==> config.mk <==
export PLATFORM = sky130hd
export DESIGN_NAME = reg_file_mp_flat
export DESIGN_NICKNAME = d
export VERILOG_FILES = /design/src/rtl/reg_file_mp_pkg.sv /design/src/rtl/reg_file_mp_if.sv /design/src/rtl/reg_file_mp_read_port.sv /design/src/rtl/reg_file_mp.sv /design/src/flat_wrapper.sv
export SDC_FILE = /design/constraint.sdc
export NUM_CORES = 1
export LEC_CHECK = 0
export CORE_ASPECT_RATIO = 1.75
export CORE_MARGIN = 5
export CORE_UTILIZATION = 62
export CTS_CLUSTER_DIAMETER = 150
export DETAILED_ROUTE_END_ITERATION = 8
export PLACE_DENSITY = 0.82
export SETUP_SLACK_MARGIN = 0.1
export SYNTH_ARGS = -nofsm -noshare
export SYNTH_HDL_FRONTEND = slang
export SYNTH_SLANG_ARGS = --single-unit
==> constraint.sdc <==
create_clock -name Clock -period 2.7 [get_ports Clock]
set_clock_uncertainty 0.15 [all_clocks]
set_input_delay 0.27 -clock Clock [delete_from_list [all_inputs] [get_ports Clock]]
set_output_delay 0.27 -clock Clock [all_outputs]
set_load 0.01 [all_outputs]
==> src/rtl/reg_file_mp_pkg.sv <==
// Shared defaults for the multi-port register file: datapath widths and the
// hardwired zero-register index used by decode, writeback and the file itself.
package reg_file_mp_pkg;
  localparam int RF_DATA_W   = 24;
  localparam int RF_ADDR_W   = 4;
  localparam int RF_NUM_REGS = 16;
  localparam int RF_ZERO_IDX = 0;
endpackage

==> src/rtl/reg_file_mp_if.sv <==
// Bundle of read, write-lane and alloc signals between the pipeline (master)
// and the register file (slave).
interface reg_file_mp_if
  import reg_file_mp_pkg::*;
#(
  parameter int DATA_W     = RF_DATA_W,
  parameter int ADDR_W     = RF_ADDR_W,
  parameter int READ_PORTS = 2
);
  // No handshake: reads and alloc status are combinational, writes/allocs
  // are sampled on every rising clock edge while their enables are high.
  logic [READ_PORTS*ADDR_W-1:0] ReadAddr;
  logic [READ_PORTS*DATA_W-1:0] ReadData;
  logic [READ_PORTS-1:0]        ReadBusy;
  logic                         WriteEn0;
  logic [ADDR_W-1:0]            WriteAddr0;
  logic [DATA_W-1:0]            WriteData0;
  logic                         WriteEn1;
  logic [ADDR_W-1:0]            WriteAddr1;
  logic [DATA_W-1:0]            WriteData1;
  logic                         AllocEn;
  logic [ADDR_W-1:0]            AllocAddr;
  logic                         AllocBusy;

  modport master (
    output ReadAddr, WriteEn0, WriteAddr0, WriteData0,
           WriteEn1, WriteAddr1, WriteData1, AllocEn, AllocAddr,
    input  ReadData, ReadBusy, AllocBusy
  );

  modport slave (
    input  ReadAddr, WriteEn0, WriteAddr0, WriteData0,
           WriteEn1, WriteAddr1, WriteData1, AllocEn, AllocAddr,
    output ReadData, ReadBusy, AllocBusy
  );
endinterface

==> src/rtl/reg_file_mp_read_port.sv <==
// One combinational read port: array mux, range/zero check, write-lane bypass
// and busy reporting for a single read address.
module reg_file_mp_read_port
  import reg_file_mp_pkg::*;
#(
  parameter int DATA_W   = RF_DATA_W,
  parameter int ADDR_W   = RF_ADDR_W,
  parameter int NUM_REGS = RF_NUM_REGS,
  parameter int ZERO_REG = 1,
  parameter int BYPASS   = 1
) (
  input  logic              rstN,
  input  logic [ADDR_W-1:0] readAddr,
  input  logic [DATA_W-1:0] regs [NUM_REGS],
  input  logic [NUM_REGS-1:0] busy,
  input  logic              we0,
  input  logic [ADDR_W-1:0] wa0,
  input  logic [DATA_W-1:0] wd0,
  input  logic              we1,
  input  logic [ADDR_W-1:0] wa1,
  input  logic [DATA_W-1:0] wd1,
  output logic [DATA_W-1:0] readData,
  output logic              readBusy
);
  localparam logic [ADDR_W:0] LIMIT = (ADDR_W+1)'(NUM_REGS);

  logic addrOk;
  logic hit0;
  logic hit1;

  always_comb begin
    addrOk   = rstN && ({1'b0, readAddr} < LIMIT)
               && !((ZERO_REG != 0) && (readAddr == ADDR_W'(RF_ZERO_IDX)));
    hit0     = (BYPASS != 0) && we0 && (wa0 == readAddr);
    hit1     = (BYPASS != 0) && we1 && (wa1 == readAddr);
    readData = '0;
    readBusy = 1'b0;
    if (addrOk) begin
      // Lane 1 is the younger retire, so its data is the architecturally newest.
      if (hit1)      readData = wd1;
      else if (hit0) readData = wd0;
      else           readData = regs[readAddr];
      readBusy = busy[readAddr] && !(hit0 || hit1);
    end
  end
endmodule

==> src/rtl/reg_file_mp.sv <==
// Multi-port register file: storage array, two prioritised write lanes and a
// per-register busy scoreboard; read ports are generated from rf_read_port logic.
module reg_file_mp
  import reg_file_mp_pkg::*;
#(
  parameter int DATA_W     = RF_DATA_W,
  parameter int ADDR_W     = RF_ADDR_W,
  parameter int NUM_REGS   = RF_NUM_REGS,
  parameter int READ_PORTS = 2,
  parameter int ZERO_REG   = 1,
  parameter int BYPASS     = 1
) (
  input logic          Clock,
  input logic          Reset_n,
  reg_file_mp_if.slave bus
);
  localparam logic [ADDR_W:0] LIMIT = (ADDR_W+1)'(NUM_REGS);

  logic [DATA_W-1:0]            regs [NUM_REGS];
  logic [NUM_REGS-1:0]          busy;
  logic [NUM_REGS-1:0]          wHit0;
  logic [NUM_REGS-1:0]          wHit1;
  logic [NUM_REGS-1:0]          aHit;
  logic                         allocOk;
  logic [READ_PORTS*DATA_W-1:0] rdData;
  logic [READ_PORTS-1:0]        rdBusy;

  // Per-register decode; out-of-range addresses never match any index.
  always_comb begin
    wHit0 = '0;
    wHit1 = '0;
    aHit  = '0;
    for (int i = 0; i < NUM_REGS; i++) begin
      if (!((ZERO_REG != 0) && (i == RF_ZERO_IDX))) begin
        wHit0[i] = bus.WriteEn0 && (bus.WriteAddr0 == ADDR_W'(i));
        wHit1[i] = bus.WriteEn1 && (bus.WriteAddr1 == ADDR_W'(i));
        aHit[i]  = bus.AllocEn  && (bus.AllocAddr  == ADDR_W'(i));
      end
    end
  end

  always_ff @(posedge Clock or negedge Reset_n) begin
    if (!Reset_n) begin
      for (int i = 0; i < NUM_REGS; i++) regs[i] <= '0;
      busy <= '0;
    end else begin
      for (int i = 0; i < NUM_REGS; i++) begin
        if (wHit1[i])      regs[i] <= bus.WriteData1;
        else if (wHit0[i]) regs[i] <= bus.WriteData0;
        // A new producer issued in the same cycle as a retire keeps the register busy.
        if (aHit[i])                    busy[i] <= 1'b1;
        else if (wHit0[i] || wHit1[i])  busy[i] <= 1'b0;
      end
    end
  end

  always_comb begin
    allocOk = ({1'b0, bus.AllocAddr} < LIMIT)
              && !((ZERO_REG != 0) && (bus.AllocAddr == ADDR_W'(RF_ZERO_IDX)));
    bus.AllocBusy = allocOk && busy[bus.AllocAddr];
  end

  for (genvar p = 0; p < READ_PORTS; p++) begin : g_read
    reg_file_mp_read_port #(
      .DATA_W  (DATA_W),
      .ADDR_W  (ADDR_W),
      .NUM_REGS(NUM_REGS),
      .ZERO_REG(ZERO_REG),
      .BYPASS  (BYPASS)
    ) u_port (
      .rstN    (Reset_n),
      .readAddr(bus.ReadAddr[p*ADDR_W +: ADDR_W]),
      .regs    (regs),
      .busy    (busy),
      .we0     (bus.WriteEn0),
      .wa0     (bus.WriteAddr0),
      .wd0     (bus.WriteData0),
      .we1     (bus.WriteEn1),
      .wa1     (bus.WriteAddr1),
      .wd1     (bus.WriteData1),
      .readData(rdData[p*DATA_W +: DATA_W]),
      .readBusy(rdBusy[p])
    );
  end

  assign bus.ReadData = rdData;
  assign bus.ReadBusy = rdBusy;
endmodule

==> src/flat_wrapper.sv <==
// flat-port wrapper written by rule: the top's interface ports become plain ports
module reg_file_mp_flat import reg_file_mp_pkg::*;
#(
  parameter int DATA_W     = RF_DATA_W,
  parameter int ADDR_W     = RF_ADDR_W,
  parameter int NUM_REGS   = RF_NUM_REGS,
  parameter int READ_PORTS = 2,
  parameter int ZERO_REG   = 1,
  parameter int BYPASS     = 1
)
  (Clock, Reset_n, bus_ReadAddr, bus_WriteEn0, bus_WriteAddr0, bus_WriteData0, bus_WriteEn1, bus_WriteAddr1, bus_WriteData1, bus_AllocEn, bus_AllocAddr, bus_ReadData, bus_ReadBusy, bus_AllocBusy);
  reg_file_mp_if #(.DATA_W(DATA_W), .ADDR_W(ADDR_W), .READ_PORTS(READ_PORTS)) bus_i ();
  input logic Clock;
  input logic Reset_n;
  input wire logic [$bits(bus_i.ReadAddr)-1:0] bus_ReadAddr;
  input wire logic [$bits(bus_i.WriteEn0)-1:0] bus_WriteEn0;
  input wire logic [$bits(bus_i.WriteAddr0)-1:0] bus_WriteAddr0;
  input wire logic [$bits(bus_i.WriteData0)-1:0] bus_WriteData0;
  input wire logic [$bits(bus_i.WriteEn1)-1:0] bus_WriteEn1;
  input wire logic [$bits(bus_i.WriteAddr1)-1:0] bus_WriteAddr1;
  input wire logic [$bits(bus_i.WriteData1)-1:0] bus_WriteData1;
  input wire logic [$bits(bus_i.AllocEn)-1:0] bus_AllocEn;
  input wire logic [$bits(bus_i.AllocAddr)-1:0] bus_AllocAddr;
  output wire logic [$bits(bus_i.ReadData)-1:0] bus_ReadData;
  output wire logic [$bits(bus_i.ReadBusy)-1:0] bus_ReadBusy;
  output wire logic [$bits(bus_i.AllocBusy)-1:0] bus_AllocBusy;
  assign bus_i.ReadAddr = bus_ReadAddr;
  assign bus_i.WriteEn0 = bus_WriteEn0;
  assign bus_i.WriteAddr0 = bus_WriteAddr0;
  assign bus_i.WriteData0 = bus_WriteData0;
  assign bus_i.WriteEn1 = bus_WriteEn1;
  assign bus_i.WriteAddr1 = bus_WriteAddr1;
  assign bus_i.WriteData1 = bus_WriteData1;
  assign bus_i.AllocEn = bus_AllocEn;
  assign bus_i.AllocAddr = bus_AllocAddr;
  assign bus_ReadData = bus_i.ReadData;
  assign bus_ReadBusy = bus_i.ReadBusy;
  assign bus_AllocBusy = bus_i.AllocBusy;
  reg_file_mp #(.DATA_W(DATA_W), .ADDR_W(ADDR_W), .NUM_REGS(NUM_REGS), .READ_PORTS(READ_PORTS), .ZERO_REG(ZERO_REG), .BYPASS(BYPASS)) u_core (.Clock(Clock), .Reset_n(Reset_n), .bus(bus_i));
endmodule
# [Word-level counts from Yosys, hierarchy flattened]
# Index checks and enable logic that the tools add are counted.
[classes] n_addsub=0 n_mul=0 div_mod_pow=0 n_lt_le_gt_ge=5 eq_ne=49 shifts=0 mux=80 bitwise_logic=2 reduce_logical=109
[ops] op="24-bit 2-to-1 mux" n=40
[ops] op="24-bit binary-select mux with 4-bit select" n=2
[ops] op="4-bit == test, second input constant" n=24
[ops] op="2-bit nonzero test" n=30
[ops] op="1-bit logical AND" n=54
[ops] op="4-bit by 3-bit == test with 1-bit output, second input constant" n=12
[ops] op="1-bit 2-to-1 mux" n=35
[ops] op="4-bit by 2-bit == test with 1-bit output, second input constant" n=6
[ops] op="1-bit logical OR" n=17
[ops] op="4-bit == test" n=4
[ops] op="4-bit by 5-bit less-than comparator with 1-bit output, second input constant" n=3
[ops] op="1-bit binary-select mux with 4-bit select" n=3
[ops] op="4-bit by 1-bit == test with 1-bit output, second input constant" n=3
[ops] op="4-bit logical NOT" n=3
[ops] op="5-bit >= comparator, second input constant" n=2
[ops] op="4-bit inverter with 5-bit output" n=2
[ops] op="1-bit logical NOT" n=5
[word_totals] regBits=375 latch_bits=0 ram_bits=0 rom_bits=0 output_inout_bits=51 memories=0

# [Depth between registers and ports, before layout]
# Gate-level depths: netlist (run 1).
[depth] ltp_word=7 mapped_depth=9 mapped_depth_nobuf=5

# [Modules after synthesis]
# Synthesis (run 1) repeated with hierarchy kept, for this count alone.
[hier_totals] cells_unflattened=2920 hier_area_um2=26168.8
[by_module_without_submodules] module="reg_file_mp" n_inst=1 cells_each=2234 area_per_inst_um2=18929.4 seq_area_each_um2=9384.0
[by_module_without_submodules] module="reg_file_mp_read_port" n_inst=2 cells_each=343 area_per_inst_um2=3619.7 seq_area_each_um2=0.0

# [Worst setup path before layout (run 1)]
# Ideal clock, no wire load.
[synth_path] path_type="input to output" startpoint="in bus_ReadAddr[0]" endpoint="out bus_ReadBusy[0]" arrival_time_ns=1.770 required_ns=2.280 setup_slack_ns=0.510 stages=6 path_buffers=3 path_cell_list="buf_6 > buf_6 > mux4_2 > mux4_2 > and3_1 > buf_4"
[synth_via] elab_chain_cells=6 word_cells_on_any_way=13
[synth_lines] element="start, declared" line="flat_wrapper.sv:15" source="input wire logic [$bits(bus_i.ReadAddr)-1:0] bus_ReadAddr;"
[synth_lines] element="parallel branches: the longest is 5 deep, another holds 1-bit binary-select mux with 4-bit select"
[synth_lines] element="1-bit 2-to-1 mux (*)" line="reg_file_mp_read_port.sv:38" source="if (addrOk) begin"
[synth_lines] element="end, declared" line="flat_wrapper.sv:25" source="output wire logic [$bits(bus_i.ReadBusy)-1:0] bus_ReadBusy;"
# Mark *: on every way between the ends. The select of a mux whose other input is x is not followed.

# [Worst setup path after layout (run 1)]
[layout_path] startpoint="reg u_core.busy[15]" endpoint="out bus_ReadBusy[0]"
[layout_via] elab_chain_cells=4
[layout_lines] element="start, declared" line="reg_file_mp.sv:20" source="logic [NUM_REGS-1:0] busy;"
[layout_lines] element="start signal, assigned" line="reg_file_mp.sv:45" source="busy <= '0;"
[layout_lines] element="start signal, assigned by index" line="reg_file_mp.sv:51" source="if (aHit[i]) busy[i] <= 1'b1;"
[layout_lines] element="start signal, assigned by index" line="reg_file_mp.sv:52" source="else if (wHit0[i] || wHit1[i]) busy[i] <= 1'b0;"
[layout_lines] element="1-bit binary-select mux with 4-bit select" line="reg_file_mp_read_port.sv:43" source="readBusy = busy[readAddr] && !(hit0 || hit1);"
[layout_lines] element="1-bit 2-to-1 mux (not written as such)" line="reg_file_mp_read_port.sv:43"
[layout_lines] element="1-bit logical AND" line="reg_file_mp_read_port.sv:43"
[layout_lines] element="1-bit 2-to-1 mux" line="reg_file_mp_read_port.sv:38"
# Every way passes these cells. The select of a mux whose other input is x is not followed.

==> results of run 1 <==
layout by cell type, fill, tap and decap left out, types with 16 or more instances in the layout:
cell type,instances
a21oi_1,387
a221oi_1,46
a221oi_2,20
a311oi_2,16
buf_12,69
buf_2,50
buf_4,215
buf_6,18
clkbuf_16,38
clkdlybuf4s50_1,55
dfrtp_1,375
inv_1,27
mux2_2,70
mux2_4,28
mux2i_1,241
mux4_2,156
nand2_1,131
nor2_1,413
nor2b_1,27
nor3_1,47
o21ai_0,119
o21ai_1,49
flip-flops by register name, summed over array words and instances, names as in the netlist:
name,flops
u_core.regs,360
u_core.busy,15
cells in the mapped netlist (5+ instances only):
cell type and count:
a21oi_1 390, a21oi_2 19, a221oi_1 51, a221oi_2 20
a311oi_1 24, a32o_1 5, and3_1 7, buf_1 13
buf_2 64, buf_4 31, buf_6 16, clkbuf_1 160
clkbuf_2 24, dfrtp_1 375, inv_1 27, mux2_2 98
mux2i_1 241, mux4_2 156, nand2_1 152, nand3_1 7
nor2_1 414, nor2_2 9, nor2b_1 30, nor3_1 49
o21ai_0 136, o21ai_1 41, xor2_1 12
layer usage:
metal	GRT usage (%)	share of wire (%)	vias to the layer above
li1	-	-	9701
met1	52.1	30	11700
met2	67.5	44	2645
met3	15.0	14	864
met4	39.2	11	0
met5	0.111	0	-
worst reg2reg max path, delay by kind of cell (launching register included):
| kind | cells | cell delay (ns) |
|---|---|---|
| buffers and inverters | 2 | 0.27 |
| flip-flops | 1 | 0.40 |
| AO/OA/AOI/OAI | 1 | 0.08 |
| multiplexers | 1 | 0.12 |
kinds of logic (layout without fill, tap and decap cells):
family          after synthesis  count (layout)  synth area share (%)
compound gates              694             694                  16.3
simple gates                690             690                  11.4
mux                         495             495                  28.0
flops                       375             375                  37.4
buf+inv                     336             509                  6.41
xor+xnor                     16              16                 0.558
other cells                   0               1                     0
where the power goes:
group	switching (mW)	internal [mW]	leakage [nW]
Clock	2.32	2.88	0.579
Sequential	1.30	7.03	4.44
Combinational	3.15	3.38	7.07
Total	6.77	13.3	12.1
final timing paths:
| path | slack [ns] | from | end |
|---|---|---|---|
| min in group Clock | 0.29 | bus_WriteAddr1[3] | u_core.regs[201] |
| setup / recovery | -0.02 | u_core.busy[15] | bus_ReadBusy[0] |
| max in group asynchronous | 1.27 | Reset_n | u_core.regs[304] |
| hold / removal | 0.26 | Reset_n | u_core.regs[51] |
| hold reg to reg | 0.42 | u_core.regs[72] | u_core.regs[72] |
| setup reg to reg | 1.55 | u_core.regs[10] | u_core.regs[10] |
through the flow:
stage               setup TNS [ns]  instances  utilization [%]
floorplan                        0       2606                -
global placement            -20.67       3184             70.9
detailed placement          -20.45       3184             70.9
CTS                              0       3261             74.6
global route                -0.134       3274             75.6
finish                     -0.0411       3275             75.6
what timing repair did:
item                                    in CTS  in global routing
resized for setup                          321                 63
endpoints found under the setup margin      51                 48
cloned                                       0                  1
pin swaps                                   35                 17
hold endpoints to repair                   375                  0
setup buffers                               14                 12
hold buffers                                 1                  0
final cells by class:
type                       count  area, sq um  share of cell area (%)
timing repair buffer         419         4150                    13.7
multi-input combinational   1895        14900                    49.1
sequential                   375         9380                    31.0
tap                          495          619                    2.05
antenna                        1         2.50                 0.00826
clock buffer                  51         1080                    3.56
clock inverter                11         88.8                   0.293
inverter                      28          105                   0.347
==> out/results.ini, run 1 <==
[synth]
yosys_most_used_dff = dfrtp_1
synthCells = 2606
synth_nets = 2679
synth_warnings = 0
ys_ff_latch = 375
synth-seq-area-share_pct = 37.4
async_flop_share_pct = 100
synth_area_leaders = dfrtp_1, mux4_2, mux2i_1
syn_avg_cell_area_sq_um = 9.63
synth_top_cell_by_area = dfrtp_1
synth_cell_type_count = 44
synth_edf_count = 0
synthDominantCellAreaShare_pct = 37.4
synthesis.area_sq_mm = 0.0251

[timing]
min_period_over_period_pct = 101
setup_viol = 4
worst_pin_slew_ns = 0.965
maxSlewViolCount = 0
whs_ns = 0.265
worst_slack_ns = -0.0181
fmax_ghz = 0.368
fin_crit_ns = 2.72
rsz0062_at_grt = yes
finalHoldViolCount = 0
slew_headroom_pct = 35.6

[worst_setup_path]
crit_path_top_delay_cell = mux4_2
worstPathArrival_ns = 2.30
cp_num_cells = 4
path_max_fanout = 4
crit_type = reg2out
cp-end-kind = output port
r2r_cells = 4
cp.required_ns = 2.28
path_buf_inv = 1
crit_chain = mux4_2 -> mux4_2 -> and3_4 -> buf_6
start_kind = flip-flop
cpMostUsedCell = mux4_2
cpLargestDelayFamily = multiplexers
max_stage_delay_ns = 0.54

[power]
cellLeakagePower_nw = 12.1
ir_worst_vdd_v = 0.000524
power.density_mw_per_mm2 = 663
total_power_mw = 20.1

[status]
status = complete, but fails checks
violations = negative setup slack

[grt]
grt_usage_pct = 45.4
grt_pass1_wl_microns = 154000
grt_antenna_before_repair = 0
first_global_vias = 25700
grt.overflow.total = 0
grt_max_degree = 165

[clock_network]
tritoncts = done
cts_buffer_depth = 3
clkTransAtPathRegs_ns = 0.07
cts_buffers = 36
htreeDepth = 2
clockRootBuffer = clkbuf_16
insertion_delay_ns = 0.54
cts.sinks = 375

[detailed_routing]
wl_per_cell_microns = 31.6
drt_iter0_markers = 4341
antenna_left = 0
first_pass_iters = 6
vias = 24900
via_per_inst = 7.60
drc = 0
routed_wl_microns = 103000

[cells_and_area]
area_growth_pct = 20.7
nNetsFinal = 2828
fillerInstances = 2461
final_area_sq_mm = 0.0303
drive_above_1_share_pct = 28.8

[die]
core_sq_mm = 0.0401
io_pins = 124
row_count = 97
dieArea_sq_mm = 0.0448
die_h_microns = 276
die_w_microns = 162
start_util_pct = 62.7

[placement]
dp_hpwl_microns = 65900
post_dp_cell_area_sq_mm = 0.0284
pre_cts_ws_ns = -0.590
io_buffers = 123
gp_congestion = 1.06

[run]
cap_violations = 0

[min_path]
min_path_type = in2async

(Power assumes the default switching activity.)
==> inputs of run 2 (changes only) <==
--- a/config.mk
+++ b/config.mk
@@ -8,9 +8,10 @@
 export CORE_ASPECT_RATIO = 1.75
 export CORE_MARGIN = 5
 export CORE_UTILIZATION = 62
+export CTS_BUF_LIST = sky130_fd_sc_hd__clkbuf_16
 export CTS_CLUSTER_DIAMETER = 150
 export DETAILED_ROUTE_END_ITERATION = 8
-export PLACE_DENSITY = 0.82
+export PLACE_DENSITY_LB_ADDON = 0.3
 export SETUP_SLACK_MARGIN = 0.1
 export SYNTH_ARGS = -nofsm -noshare
 export SYNTH_HDL_FRONTEND = slang
==> constraint.sdc (replaced) <==
create_clock -name Clock -period 3 [get_ports Clock]
set_clock_uncertainty 0.15 [all_clocks]
set_input_delay 0.3 -clock Clock [delete_from_list [all_inputs] [get_ports Clock]]
set_output_delay 0.3 -clock Clock [all_outputs]
set_load 0.01 [all_outputs]
==> run 2 against run 1 <==
Compared with the run above: the flow now finishes without violations; clock power shrank 11%; sequential power shrank 11%; count of clock-buffer cells in the layout shrank 12; largest power group unchanged; highest routed layer is now met5.
==> out/results.ini, run 2 (synthesis results as in run 1) <==
[grt]
grt.overflow.total = 0
first_global_vias = 23900
grt_antenna_before_repair = 2
grt_max_degree = 168
grt_pass1_wl_microns = 147000
grt_usage_pct = 43.4

[clock_network]
cts_buffers = 38
cts_buffer_depth = 3
htreeDepth = 2
tritoncts = done
insertion_delay_ns = 0.53
clkTransAtPathRegs_ns = 0.06
clockRootBuffer = clkbuf_16
cts.sinks = 375

[cells_and_area]
final_cell_mix = nor2_1, a21oi_1, dfrtp_1
top_regs = u_core.regs: 360 flops, u_core.busy: 15 flops
drive_above_1_share_pct = 24.3
largest_reg_flops = 360
largest_register = u_core.regs
area_growth_pct = 16.0
nNetsFinal = 2774
layout_commonest_cell = nor2_1

[detailed_routing]
dr.max_layer_used = met5
routed_wl_microns = 98800
dr_wl_met2_microns = 43700
dr_wl_met3_microns = 12900
met1Wirelength_microns = 31700
wl_per_cell_microns = 30.6
antenna_left = 0
first_pass_iters = 6
vias = 23600
via_per_inst = 7.33
drt_iter0_markers = 3493
drc = 0

[min_path]
min_path_type = in2async

[worst_setup_path]
r2r_cells = 2
path_max_fanout = 3
start_kind = flip-flop
crit_type = reg2out
crit_chain = mux4_2 -> o21ai_0 -> a311oi_2 -> dlygate4sd2_1
reg2reg_slack_ns = 1.97
cp-end-kind = output port
cp.required_ns = 2.55
worstPathArrival_ns = 2.46
max_stage_delay_ns = 0.54
crit_path_top_delay_cell = o21ai_0

[run]
cap_violations = 0

[die]
row_count = 97
dieArea_sq_mm = 0.0448
io_pins = 124
die_h_microns = 276
die_w_microns = 162
start_util_pct = 62.7
core_sq_mm = 0.0401

[timing]
fin_crit_ns = 2.91
finalHoldViolCount = 0
worst_slack_ns = 0.0898
whs_ns = 0.307
rsz0062_at_grt = yes
slew_headroom_pct = 20.4
setup_viol = 0
worst_pin_slew_ns = 1.19
min_period_over_period_pct = 97.0
maxSlewViolCount = 0
fmax_ghz = 0.344

[power]
ir_worst_vdd_v = 0.000434
power.density_mw_per_mm2 = 597
total_power_mw = 17.4
cellLeakagePower_nw = 11.5

[placement]
dp_hpwl_microns = 64800
pre_cts_ws_ns = -0.404
gp_congestion = 0.977
io_buffers = 123

[status]
status = finished clean

[run 2: changes by cell type in the layout (fill, tap and decap cells not counted), moves of 13 or more]
cell | before | now
a21oi_4 | 14 | 0
buf_12 | 69 | 45
buf_2 | 50 | 2
buf_4 | 215 | 196
buf_6 | 18 | 3
clkbuf_2 | 0 | 16
clkdlybuf4s15_1 | 0 | 13
dlygate4sd2_1 | 4 | 21
mux2_2 | 70 | 98
mux2_4 | 28 | 0
nand2_1 | 131 | 144
[run 2: worst paths after layout]
path / endpoint / from
worst min register to register: u_core.regs[90] / u_core.regs[90]
min in group Clock: u_core.regs[258] / bus_WriteData0[18]
worst max-delay path: bus_ReadData[45] / u_core.regs[285]
worst min-delay path: u_core.regs[151] / Reset_n
max in group asynchronous: u_core.regs[57] / Reset_n
worst max register to register: u_core.regs[23] / u_core.regs[23]
[run 2: metrics by stage]
stage	TNS, ns	instance area, sq um	std cells	utilization (%)
finish	0	29100	3224	72.7
global route	0	29100	3223	72.7
CTS	0	29100	3222	72.5
detailed placement	-13.35	27900	3149	69.6
global placement	-14.59	27900	3149	69.6
floorplan	0	25100	2606	-
[run 2: repair_timing]
item | 4_1_cts | 5_1_grt
hold buffers | 2 | 0
setup buffers | 4 | 1
gates cloned | 0 | 0
gates resized for setup | 66 | 75
pin swaps | 4 | 2
endpoints found under the setup margin | 51 | 49
hold endpoints to repair | 375 | 0
[run 2: worst max-delay path, delay by kind of cell, from the launching register on]
kind / cells / cell delay [ns]
compound gates: 2 / 0.72
buf+inv: 1 / 0.32
flops: 1 / 0.41
mux: 1 / 0.46
[run 2: power breakdown]
group	internal, mW	switching (mW)	total [mW]
sequential	6.33	1.11	7.44
combinational	2.76	2.55	5.30
clock	2.53	2.12	4.65
total	11.6	5.78	17.4
[run 2: final cells by class]
cell class	count	area, sq um
diodes	1	2.50
multi-input cells	1895	14400
flip-flops and latches	375	9380
clock buffers	39	976
clock inverters	28	181
well taps	495	619
inverters	28	105
repair buffers	363	3490
fillers	2896	10900
[run 2: metal layers]
layer  up-vias  global-route usage [%]
met5         -                       0
met4         2                    36.6
met2      2106                    64.0
met3       613                    11.5
met1     11300                    52.7
li1       9582                       -
